--- src/rtl/ingress_voq_port.sv ---
// Ingress port of the crossbar: four per-egress descriptor VOQs plus a grant-driven
// transmit FSM that streams the selected packet's beat indices toward the crossbar.
module ingress_voq_port #(
    parameter int DESC_DEPTH = 8,
    parameter int LEN_W      = 6,
    parameter int ID_W       = 8
) (
    input  logic             clk,
    input  logic             reset,
    input  logic             enq_valid,
    input  logic [1:0]       enq_voq,
    input  logic [LEN_W-1:0] enq_len,
    input  logic [ID_W-1:0]  enq_pkt_id,
    output logic             enq_ready,
    output logic [3:0]       voq_empty,
    output logic             is_busy,
    output logic [1:0]       busy_voq_num,
    input  logic             sel_en,
    input  logic [1:0]       sel,
    output logic             tx_valid,
    input  logic             tx_ready,
    output logic [1:0]       tx_egress,
    output logic [ID_W-1:0]  tx_pkt_id,
    output logic [LEN_W-1:0] tx_beat,
    output logic             tx_last,
    output logic [7:0]       grant_miss_cnt,
    output logic             sel_mismatch
);

    localparam int AW = $clog2(DESC_DEPTH);
    localparam int DW = ID_W + LEN_W;

    typedef enum logic {
        IDLE,
        XFER
    } state_t;

    state_t           state_reg;
    logic             sel_en_q_reg;
    logic             grant;
    logic             pop_req;
    logic [3:0]       empty_vec;
    logic [3:0]       full_vec;
    logic [3:0]       push_vec;
    logic [3:0]       pop_vec;
    logic [DW-1:0]    head_desc [4];
    logic [DW-1:0]    sel_head;
    logic [LEN_W-1:0] sel_head_last;

    logic             tx_valid_reg;
    logic [1:0]       tx_egress_reg;
    logic [ID_W-1:0]  tx_pkt_id_reg;
    logic [LEN_W-1:0] tx_beat_reg;
    logic [LEN_W-1:0] tx_beat_inc;
    logic             tx_last_reg;
    logic [LEN_W-1:0] last_idx_reg;
    logic             is_busy_reg;
    logic [1:0]       busy_voq_reg;
    logic [7:0]       miss_cnt_reg;
    logic             mismatch_reg;

    // A grant is only the rising edge of sel_en; a held level is ignored.
    assign grant   = sel_en & ~sel_en_q_reg;
    assign pop_req = (state_reg == IDLE) & grant & ~empty_vec[sel];

    assign enq_ready = ~full_vec[enq_voq];

    generate
        for (genvar gi = 0; gi < 4; gi++) begin : g_voq
            logic [DW-1:0] mem [DESC_DEPTH];
            logic [AW:0]   wr_ptr_reg;
            logic [AW:0]   rd_ptr_reg;
            logic [AW:0]   wr_ptr_next;
            logic [AW:0]   rd_ptr_next;
            logic          empty_reg;
            logic          full_reg;

            assign push_vec[gi] = enq_valid & ~full_reg & (enq_voq == 2'(gi));
            assign pop_vec[gi]  = pop_req & (sel == 2'(gi));

            assign wr_ptr_next = wr_ptr_reg + {{AW{1'b0}}, push_vec[gi]};
            assign rd_ptr_next = rd_ptr_reg + {{AW{1'b0}}, pop_vec[gi]};

            always_ff @(posedge clk) begin
                if (push_vec[gi]) begin
                    mem[wr_ptr_reg[AW-1:0]] <= {enq_pkt_id, enq_len};
                end
            end

            // Flags come from the next pointers so push and pop in one cycle both count.
            always_ff @(posedge clk or posedge reset) begin
                if (reset) begin
                    wr_ptr_reg <= '0;
                    rd_ptr_reg <= '0;
                    empty_reg  <= 1'b1;
                    full_reg   <= 1'b0;
                end else begin
                    wr_ptr_reg <= wr_ptr_next;
                    rd_ptr_reg <= rd_ptr_next;
                    empty_reg  <= (wr_ptr_next == rd_ptr_next);
                    full_reg   <= (wr_ptr_next[AW] != rd_ptr_next[AW]) &&
                                  (wr_ptr_next[AW-1:0] == rd_ptr_next[AW-1:0]);
                end
            end

            assign empty_vec[gi] = empty_reg;
            assign full_vec[gi]  = full_reg;
            assign head_desc[gi] = mem[rd_ptr_reg[AW-1:0]];
        end
    endgenerate

    assign sel_head = head_desc[sel];
    // len==0 wraps to all-ones here, which is exactly the last index of a 2**LEN_W packet.
    assign sel_head_last = sel_head[LEN_W-1:0] - {{(LEN_W-1){1'b0}}, 1'b1};
    assign tx_beat_inc   = tx_beat_reg + {{(LEN_W-1){1'b0}}, 1'b1};

    always_ff @(posedge clk or posedge reset) begin
        if (reset) begin
            state_reg     <= IDLE;
            sel_en_q_reg  <= 1'b0;
            tx_valid_reg  <= 1'b0;
            tx_egress_reg <= '0;
            tx_pkt_id_reg <= '0;
            tx_beat_reg   <= '0;
            tx_last_reg   <= 1'b0;
            last_idx_reg  <= '0;
            is_busy_reg   <= 1'b0;
            busy_voq_reg  <= '0;
            miss_cnt_reg  <= '0;
            mismatch_reg  <= 1'b0;
        end else begin
            sel_en_q_reg <= sel_en;
            case (state_reg)
                IDLE: begin
                    if (grant) begin
                        if (!empty_vec[sel]) begin
                            state_reg     <= XFER;
                            tx_valid_reg  <= 1'b1;
                            is_busy_reg   <= 1'b1;
                            busy_voq_reg  <= sel;
                            tx_egress_reg <= sel;
                            tx_pkt_id_reg <= sel_head[DW-1:LEN_W];
                            last_idx_reg  <= sel_head_last;
                            tx_beat_reg   <= '0;
                            tx_last_reg   <= (sel_head_last == '0);
                        end else if (miss_cnt_reg != 8'hFF) begin
                            miss_cnt_reg <= miss_cnt_reg + 8'd1;
                        end
                    end
                end
                XFER: begin
                    if (grant && (sel != busy_voq_reg)) begin
                        mismatch_reg <= 1'b1;
                    end
                    if (tx_ready) begin
                        if (tx_last_reg) begin
                            state_reg     <= IDLE;
                            tx_valid_reg  <= 1'b0;
                            is_busy_reg   <= 1'b0;
                            tx_egress_reg <= '0;
                            tx_pkt_id_reg <= '0;
                            tx_beat_reg   <= '0;
                            tx_last_reg   <= 1'b0;
                        end else begin
                            tx_beat_reg <= tx_beat_inc;
                            tx_last_reg <= (tx_beat_inc == last_idx_reg);
                        end
                    end
                end
                default: state_reg <= IDLE;
            endcase
        end
    end

    assign voq_empty      = empty_vec;
    assign is_busy        = is_busy_reg;
    assign busy_voq_num   = busy_voq_reg;
    assign tx_valid       = tx_valid_reg;
    assign tx_egress      = tx_egress_reg;
    assign tx_pkt_id      = tx_pkt_id_reg;
    assign tx_beat        = tx_beat_reg;
    assign tx_last        = tx_last_reg;
    assign grant_miss_cnt = miss_cnt_reg;
    assign sel_mismatch   = mismatch_reg;

endmodule

--- config.mk ---
export PLATFORM = sky130hd
export DESIGN_NAME = ingress_voq_port
export DESIGN_NICKNAME = d
export VERILOG_FILES = /design/src/rtl/ingress_voq_port.sv
export SDC_FILE = /design/constraint.sdc
export NUM_CORES = 1
export LEC_CHECK = 0
export BUFFER_PORTS_ARGS = -buffer_cell sky130_fd_sc_hd__buf_2
export CORE_MARGIN = 2
export CORE_UTILIZATION = 58
export CTS_BUF_LIST = sky130_fd_sc_hd__clkbuf_2
export CTS_CLUSTER_DIAMETER = 50
export CTS_CLUSTER_SIZE = 10
export DETAILED_ROUTE_END_ITERATION = 12
export PLACE_DENSITY = 0.78
export SYNTH_ARGS = -nofsm -noshare
export SYNTH_HDL_FRONTEND = slang
export SYNTH_SLANG_ARGS = --single-unit
--- constraint.sdc ---
create_clock -name clk -period 2.4 [get_ports clk]
set_input_delay 0.48 -clock clk [delete_from_list [all_inputs] [get_ports clk]]
set_output_delay 0.48 -clock clk [all_outputs]
set_load 0.05 [all_outputs]
==> run_results.csv, run 1 <==
group,metric,value,unit
power_and_ir_drop,irDropWorstVdd,0.9051,mV
clock_network,clock_tree.buffer_depth,3,
power_and_ir_drop,total_internal_power,15.83,mW
worst_setup_path,worst_ep_required_time,1920,ps
clock_network,tritoncts.num_buffers,61,
clock_network,clock_sinks,525,
route,drcViolationCount,0,
synth,yosysWarnings,0,
global_route,groute.usage.overall,24.59,%
worst_setup_path,startpoint,"g_voq[3].full_reg",
placement,globalplace.congestion,0.8690,
synth,number_of_flops_mapped_to_enable_cells_by_yosys,448,
worst_setup_path,critical_path.endpoint_type,"output pin",
global_route,grt_max_degree,68,
timing,report.final.setup_viol,12,
synth,synth_top_cell_by_area,"sky130_fd_sc_hd__edfxtp_1",
hold_path,timing.hold.worst.class,"in -> reg",
power_and_ir_drop,cellLeakagePower,8.472,nW
layout,layout-drive-gt1-share,35.23,%
die,std_cell_rows,69,
timing,worst_slew_pin_slew,708.4,ps
worst_setup_path,cp_max_fo,2,
worst_setup_path,worstPathArrival,2240,ps
placement,placedCellCount,1678,
synth,post-synth-top-count-cell,"sky130_fd_sc_hd__edfxtp_1",
flow_run,max-cap-violations,0,
layout,fillerInstances,2319,
timing,final-max-slew-violation-count,0,
route,drtPass1Iterations,5,
timing,rsz0062_at_grt,"true",
timing,finalWorstPathRequiredPeriod,2720,ps
synth,ys_seq_area_share,73.59,%
timing,worst_slew_margin_rel,52.77,%
synth,synth_ff_type,"sky130_fd_sc_hd__edfxtp_1",
power_and_ir_drop,power.switching_fraction,32.67,%
timing,skew,76.00,ps
die,placeableCoreArea,35570,sq um
layout,layoutNonFillerInstCount,1834,
synth,netlist_area,20910,sq um
synth,post_synth_main_area_contributors,"sky130_fd_sc_hd__edfxtp_1 (64%), sky130_fd_sc_hd__mux4_2 (11%), sky130_fd_sc_hd__dfrtp_1 (8.7%), sky130_fd_sc_hd__mux2i_1 (2.3%), sky130_fd_sc_hd__xor2_1 (1.5%)",
synth,synth.avg_cell_area,19.36,sq um
synth,async_flop_share,14.67,%
layout,largest_reg_flops,448,
synth,synth_largest_type_area_fraction,64.35,%
timing,final_hold_viol_count,0,
route,totalWireLength,45.69,mm
route,initialDrtViolationCount,924,
layout,area_overhead_vs_synth,15.05,%
global_route,wire_length_of_the_first_global_routing_pass,68.50,mm
worst_setup_path,crit-reg2reg-launch,"g_voq[3].rd_ptr_reg[1]",
synth,ys_ff_latch,525,
global_route,grt_pass1_vias,11290,
worst_setup_path,critical_path_class,"reg -> out",
die,dieHeight,193.9,um
route,vias_per_cell,6.030,
clock_network,level_count_of_the_clock_h_tree,2,
global_route,antenna_found_initial,1,
timing,setup-tns-final,-778.0,ps
die,io-pin-count,58,
power_and_ir_drop,combPwrFrac,33.1,%
power_and_ir_drop,power.clock.fraction,18.6,%
run_status,run_status,"complete, but fails checks",
synth,synth_nets,1123,
global_route,grt-ovfl-total,0,
hold_path,hold_crit_start,"enq_voq[0]",
route,post_drt_wl_per_cell,24.91,um
power_and_ir_drop,power.net_switching,7.682,mW
synth,instance_count_of_the_mapped_netlist,1080,
route,detail-route-antenna-nets,0,
timing,post-route-period-util,113.3,%
power_and_ir_drop,power.density,977.7,nW/um^2
timing,setup_ws,-319.6,ps
route,via_count,11060,
clock_network,cts_root_buf,"sky130_fd_sc_hd__clkbuf_2",
placement,place.detailed.hpwl,29.04,mm
run_status,failing_checks,"negative setup slack",
die,floorplan.die.width,193.9,um
power_and_ir_drop,sequential_power_share,48.4,%
die,die_area,37580,sq um
synth,synth.lib_cells_used.distinct,53,
synth,ys_top_cells_by_count,"sky130_fd_sc_hd__edfxtp_1 (448), sky130_fd_sc_hd__mux4_2 (102), sky130_fd_sc_hd__dfrtp_1 (73), sky130_fd_sc_hd__nand2_1 (58), sky130_fd_sc_hd__mux2i_1 (47)",
clock_network,insertion_delay_to_the_later_sink_of_the_worst_skew_pair,1040,ps
die,floorplan.initialDensity,58.77,%
clock_network,clk_pin_slew_worst_paths,200,ps
layout,finish.net_count,1361,
timing,max_freq,367.7,MHz
clock_network,cts_tree,"done",
worst_setup_path,startpoint_type,"flip-flop",
placement,place.port_buffers,57,
-- worst max-delay path, cell delays in order, from the launching register on --
cell	delay [ps]
sky130_fd_sc_hd__dfrtp_1	470
sky130_fd_sc_hd__mux4_2	500
sky130_fd_sc_hd__inv_2	80
sky130_fd_sc_hd__buf_8	140
-- cell usage in the layout, fill, tap and decap left out, types with 5 or more instances in the layout --
| master | instances |
|---|---|
| sky130_fd_sc_hd__xor2_2 | 5 |
| sky130_fd_sc_hd__o21ai_0 | 16 |
| sky130_fd_sc_hd__nand2_1 | 58 |
| sky130_fd_sc_hd__o21ai_1 | 5 |
| sky130_fd_sc_hd__inv_1 | 12 |
| sky130_fd_sc_hd__edfxtp_1 | 448 |
| sky130_fd_sc_hd__nor2_1 | 36 |
| sky130_fd_sc_hd__nand3_1 | 18 |
| sky130_fd_sc_hd__ha_1 | 11 |
| sky130_fd_sc_hd__nor3b_1 | 5 |
| sky130_fd_sc_hd__dlygate4sd3_1 | 23 |
| sky130_fd_sc_hd__mux2i_1 | 43 |
| sky130_fd_sc_hd__nor3_2 | 8 |
| sky130_fd_sc_hd__mux4_2 | 104 |
| sky130_fd_sc_hd__xor2_1 | 30 |
| sky130_fd_sc_hd__nor3_1 | 7 |
| sky130_fd_sc_hd__dfrtp_2 | 9 |
| sky130_fd_sc_hd__ha_4 | 9 |
| sky130_fd_sc_hd__clkinv_1 | 5 |
| sky130_fd_sc_hd__buf_12 | 13 |
| sky130_fd_sc_hd__buf_6 | 8 |
| sky130_fd_sc_hd__buf_2 | 45 |
| sky130_fd_sc_hd__a21oi_1 | 6 |
| sky130_fd_sc_hd__dfrtp_1 | 64 |
| sky130_fd_sc_hd__nand2b_1 | 18 |
| sky130_fd_sc_hd__xnor2_1 | 14 |
| sky130_fd_sc_hd__o22ai_1 | 18 |
| sky130_fd_sc_hd__buf_4 | 131 |
| sky130_fd_sc_hd__clkbuf_2 | 105 |
| sky130_fd_sc_hd__nor2b_1 | 8 |
| sky130_fd_sc_hd__mux4_1 | 8 |
-- worst paths after layout --
| check | endpoint | slack [ps] | depth (start not counted) |
|---|---|---|---|
| max in group asynchronous | g_voq[3].rd_ptr_reg[0] | 1210 | 5 |
| worst min register to register | grant_miss_cnt[6] | 510 | 1 |
| worst max register to register | last_idx_reg[3] | -110 | 10 |
| worst min-delay path | g_voq[2].wr_ptr_reg[0] | 150 | 4 |
| worst max-delay path | enq_ready | -320 | 3 |
| min in group asynchronous | grant_miss_cnt[0] | 490 | 4 |
-- layout make-up --
type / instances / area, sq um / share of cell area (%)
clock buffers: 105 / 525.5 / 2.185
diodes: 2 / 5.005 / 0.02081
clock inverters: 11 / 130.1 / 0.5410
inverters: 15 / 60.06 / 0.2497
well taps: 461 / 576.8 / 2.398
multi-input cells: 491 / 5515 / 22.93
flip-flops and latches: 525 / 15400 / 64.02
repair buffers: 224 / 1842 / 7.658
-- metrics by stage --
step           area, sq um  utilization [%]  worst slack [ps]  hold WS [ps]  total power [mW]
2_1_floorplan        21130                -            -154.8         467.3             16.29
3_3_place_gp         22800            64.09            -162.4         438.2             18.55
3_5_place_dp         22800            64.09            -245.6         444.7             18.75
4_1_cts              23870            67.12            -409.1         8.473             23.35
5_1_grt              24050            67.62            -417.8         68.04             24.55
6_report             24050            67.62            -319.6         146.4             23.52
-- per-layer routing --
layer / vias up / global-route usage, % / share of wire [%]
li1: 4792 / - / -
met1: 5736 / 34.17 / 40
met2: 458 / 39.34 / 49
met3: 73 / 5.253 / 8.1
met4: 0 / 8.670 / 2.5
met5: - / 0 / 0
-- power groups by stage --
| stage | Clock (mW) | Sequential [mW] | Combinational [mW] |
|---|---|---|---|
| floorplan | 0 | 11.8 | 4.48 |
| detailed placement | 0 | 11.6 | 7.19 |
| global placement | 0 | 11.5 | 7.04 |
| global route | 4.85 | 11.4 | 8.26 |
| CTS | 4.49 | 11.4 | 7.49 |
| finish | 4.37 | 11.4 | 7.78 |
-- timing repair --
action,CTS,global route
pin swaps,6,7
setup endpoints to repair,22,19
endpoints found under the hold margin,542,0
buffers inserted,7,9
gates resized for setup,42,25
hold buffers,23,0
-- logic make-up (layout without fill, tap and decap cells) --
| group | Yosys count | count (layout) | synth area share (%) |
|---|---|---|---|
| multiplexers | 161 | 161 | 14.60 |
| AND/OR/NAND/NOR | 193 | 193 | 4.710 |
| buffers and inverters | 64 | 355 | 1.718 |
| XOR/XNOR | 50 | 50 | 2.095 |
| adder cells (fa/ha/maj) | 20 | 20 | 1.197 |
| flip-flops | 525 | 525 | 73.59 |
| other | 0 | 2 | 0 |
| AO/OA/AOI/OAI | 67 | 67 | 2.083 |
Power figures use the tool's default switching activity.
==> run 2: changes to the inputs <==
Settings changed: SETUP_SLACK_MARGIN from default to 0.15.
==> run 2 against run 1 <==
Effect of this change: the run still ends with negative setup slack left; setup slack better by 16 ps; via count grew 0.62%; clock power shrank 13%; die area did not move; clock skew barely moved; first-iteration DRC count is 20% higher; clock-buffer cell count shrank 8; combinational power rose by 7.7%; sequential share of layout area fell by 0.87 points; maximum frequency up 0.60%; critical path type unchanged; critical endpoint unchanged; largest cell class unchanged; largest power group unchanged.
==> run_results.csv, run 2 (synthesized netlist as in run 1, its figures left out) <==
group,metric,value,unit
layout,largest_reg_flops,448,
clock_network,tritoncts.num_buffers,59,
global_route,groute.layer.met1.usage,36.42,%
worst_setup_path,critical-path-max-stage-delay,500,ps
timing,skew,75.75,ps
clock_network,clock_tree.buffer_depth,3,
layout,layout_common_cells,"sky130_fd_sc_hd__edfxtp_1 (448), sky130_fd_sc_hd__buf_4 (129), sky130_fd_sc_hd__mux4_2 (106), sky130_fd_sc_hd__clkbuf_2 (97), sky130_fd_sc_hd__nand2_1 (58)",
layout,layout-drive-gt1-share,37.77,%
worst_setup_path,critical_path.reg2reg.endpoint,"tx_last",
clock_network,clock_sinks,525,
placement,globalplace.congestion,0.8837,
timing,hold_slack,100.6,ps
layout,finish.net_count,1371,
timing,max_freq,369.9,MHz
global_route,groute.usage.overall,24.94,%
clock_network,insertion_delay_to_the_later_sink_of_the_worst_skew_pair,1010,ps
route,totalWireLength,46.61,mm
timing,worst_slew_pin_slew,748.6,ps
layout,sequential_cell_area,15410,sq um
global_route,antenna_found_initial,1,
global_route,wire_length_of_the_first_global_routing_pass,69.50,mm
die,floorplan.initialDensity,58.77,%
worst_setup_path,worstPathArrival,2220,ps
placement,place.port_buffers,57,
clock_network,cts_tree,"done",
route,vias_per_cell,6.088,
power_and_ir_drop,irDropWorstVdd,0.9854,mV
worst_setup_path,crit_slowest_cell,"sky130_fd_sc_hd__dfrtp_2",
timing,post-route-period-util,112.6,%
die,io-pin-count,58,
timing,final-max-slew-violation-count,0,
worst_setup_path,worst_r2r_setup_slack,-130,ps
timing,worst_slew_margin_rel,49.99,%
die,std_cell_rows,69,
worst_setup_path,critical_path_class,"reg -> out",
global_route,groute.layer.met2.usage,39.99,%
route,post_drt_wl_per_cell,25.50,um
global_route,grt_max_degree,33,
power_and_ir_drop,cellLeakagePower,8.535,nW
route,drtPass1Iterations,9,
clock_network,level_count_of_the_clock_h_tree,2,
worst_setup_path,crit_path_cell_trace,"mux4_2 > inv_2 > buf_8",
layout,most_frequent_standard_cell_in_the_layout_excluding_fill_and_tap_cells,"sky130_fd_sc_hd__edfxtp_1",
route,drcViolationCount,0,
worst_setup_path,cp_max_fo,2,
run_status,failing_checks,"negative setup slack",
flow_run,max-cap-violations,0,
route,via_count,11130,
global_route,grt_pass1_vias,11360,
worst_setup_path,critical_path.endpoint_type,"output pin",
hold_path,timing.hold.worst.class,"in -> async",
placement,dp_slack,-208.2,ps
layout,fillerInstances,2225,
timing,setup_ws,-303.4,ps
timing,rsz0062_at_grt,"true",
die,placeableCoreArea,35570,sq um
timing,report.final.setup_viol,8,
layout,area_overhead_vs_synth,16.73,%
timing,finalWorstPathRequiredPeriod,2703,ps
route,initialDrtViolationCount,1109,
die,die_area,37580,sq um
die,floorplan.die.width,193.9,um
worst_setup_path,worst_r2r_path_depth,10,
global_route,global_route.peak_usage_layer,"met2",
run_status,run_status,"complete, but fails checks",
clock_network,clk_pin_slew_worst_paths,220,ps
worst_setup_path,startpoint_type,"flip-flop",
layout,multiInputGateArea,5608,sq um
layout,post-route-util,68.61,%
placement,place.detailed.hpwl,29.91,mm
power_and_ir_drop,power.density,967.9,nW/um^2
die,dieHeight,193.9,um
route,detail-route-antenna-nets,0,
timing,final_hold_viol_count,0,
global_route,grt-ovfl-total,0,
global_route,met3_usage,4.592,%
worst_setup_path,worst_ep_required_time,1920,ps
clock_network,cts_root_buf,"sky130_fd_sc_hd__clkbuf_2",
worst_setup_path,crit-reg2reg-launch,"g_voq[2].rd_ptr_reg[1]",
-- run 2: per-layer routing --
metal	vias to the layer above	share of wire [%]
met2	535	49
met3	66	9.0
met4	0	2.1
met5	-	0
li1	4799	-
met1	5728	40
-- run 2: what timing repair did --
action	4_1_cts	5_1_grt
endpoints found under the hold margin	479	0
pin swaps	12	14
resized for setup	81	41
setup buffers	15	10
endpoints found under the setup margin	42	38
gates cloned	1	1
hold buffers	19	0
-- run 2: cell type report --
class	instances	share of cell area, %
Clock buffer	97	1.989
Sequential cell	525	63.14
Multi-Input combinational cell	491	22.98
Timing Repair Buffer	236	9.208
Tap cell	461	2.364
Inverter	15	0.2461
Antenna cell	1	0.01025
Clock inverter	2	0.06153
-- run 2: worst max-delay path by stage --
stage	startpoint	end	slack (ps)	cells after the start
final	g_voq[3].full_reg	enq_ready	-300	3
after global routing	g_voq[3].full_reg	enq_ready	-350	3
after CTS	g_voq[3].full_reg	enq_ready	-330	3
after detailed placement	sel[0]	g_voq[3].full_reg	-210	10
after global placement	sel[0]	g_voq[1].empty_reg	-170	9
after floorplan	sel[0]	g_voq[1].empty_reg	-150	10
-- run 2: through the flow --
stage | std cells | setup TNS [ps] | power [mW] | area, sq um
global placement | 1682 | -1393 | 18.69 | 23030
global route | 1828 | -1342 | 24.62 | 24400
floorplan | 1080 | -1112 | 16.30 | 21150
CTS | 1816 | -477.1 | 23.30 | 24120
detailed placement | 1682 | -2131 | 18.92 | 23030
finish | 1828 | -669.8 | 23.62 | 24400
-- run 2: report_power, final --
group | switching, mW | internal [mW] | total [mW]
registers | 0.736 | 10.7 | 11.4
clock network | 2.79 | 1.03 | 3.82
logic | 4.23 | 4.16 | 8.38
total | 7.75 | 15.9 | 23.6
-- run 2: worst max-delay path: cells and delay by family (launching register included) --
kind	cells	cell delay, ps
DFF	1	500
muxes	1	490
buffers and inverters	2	220
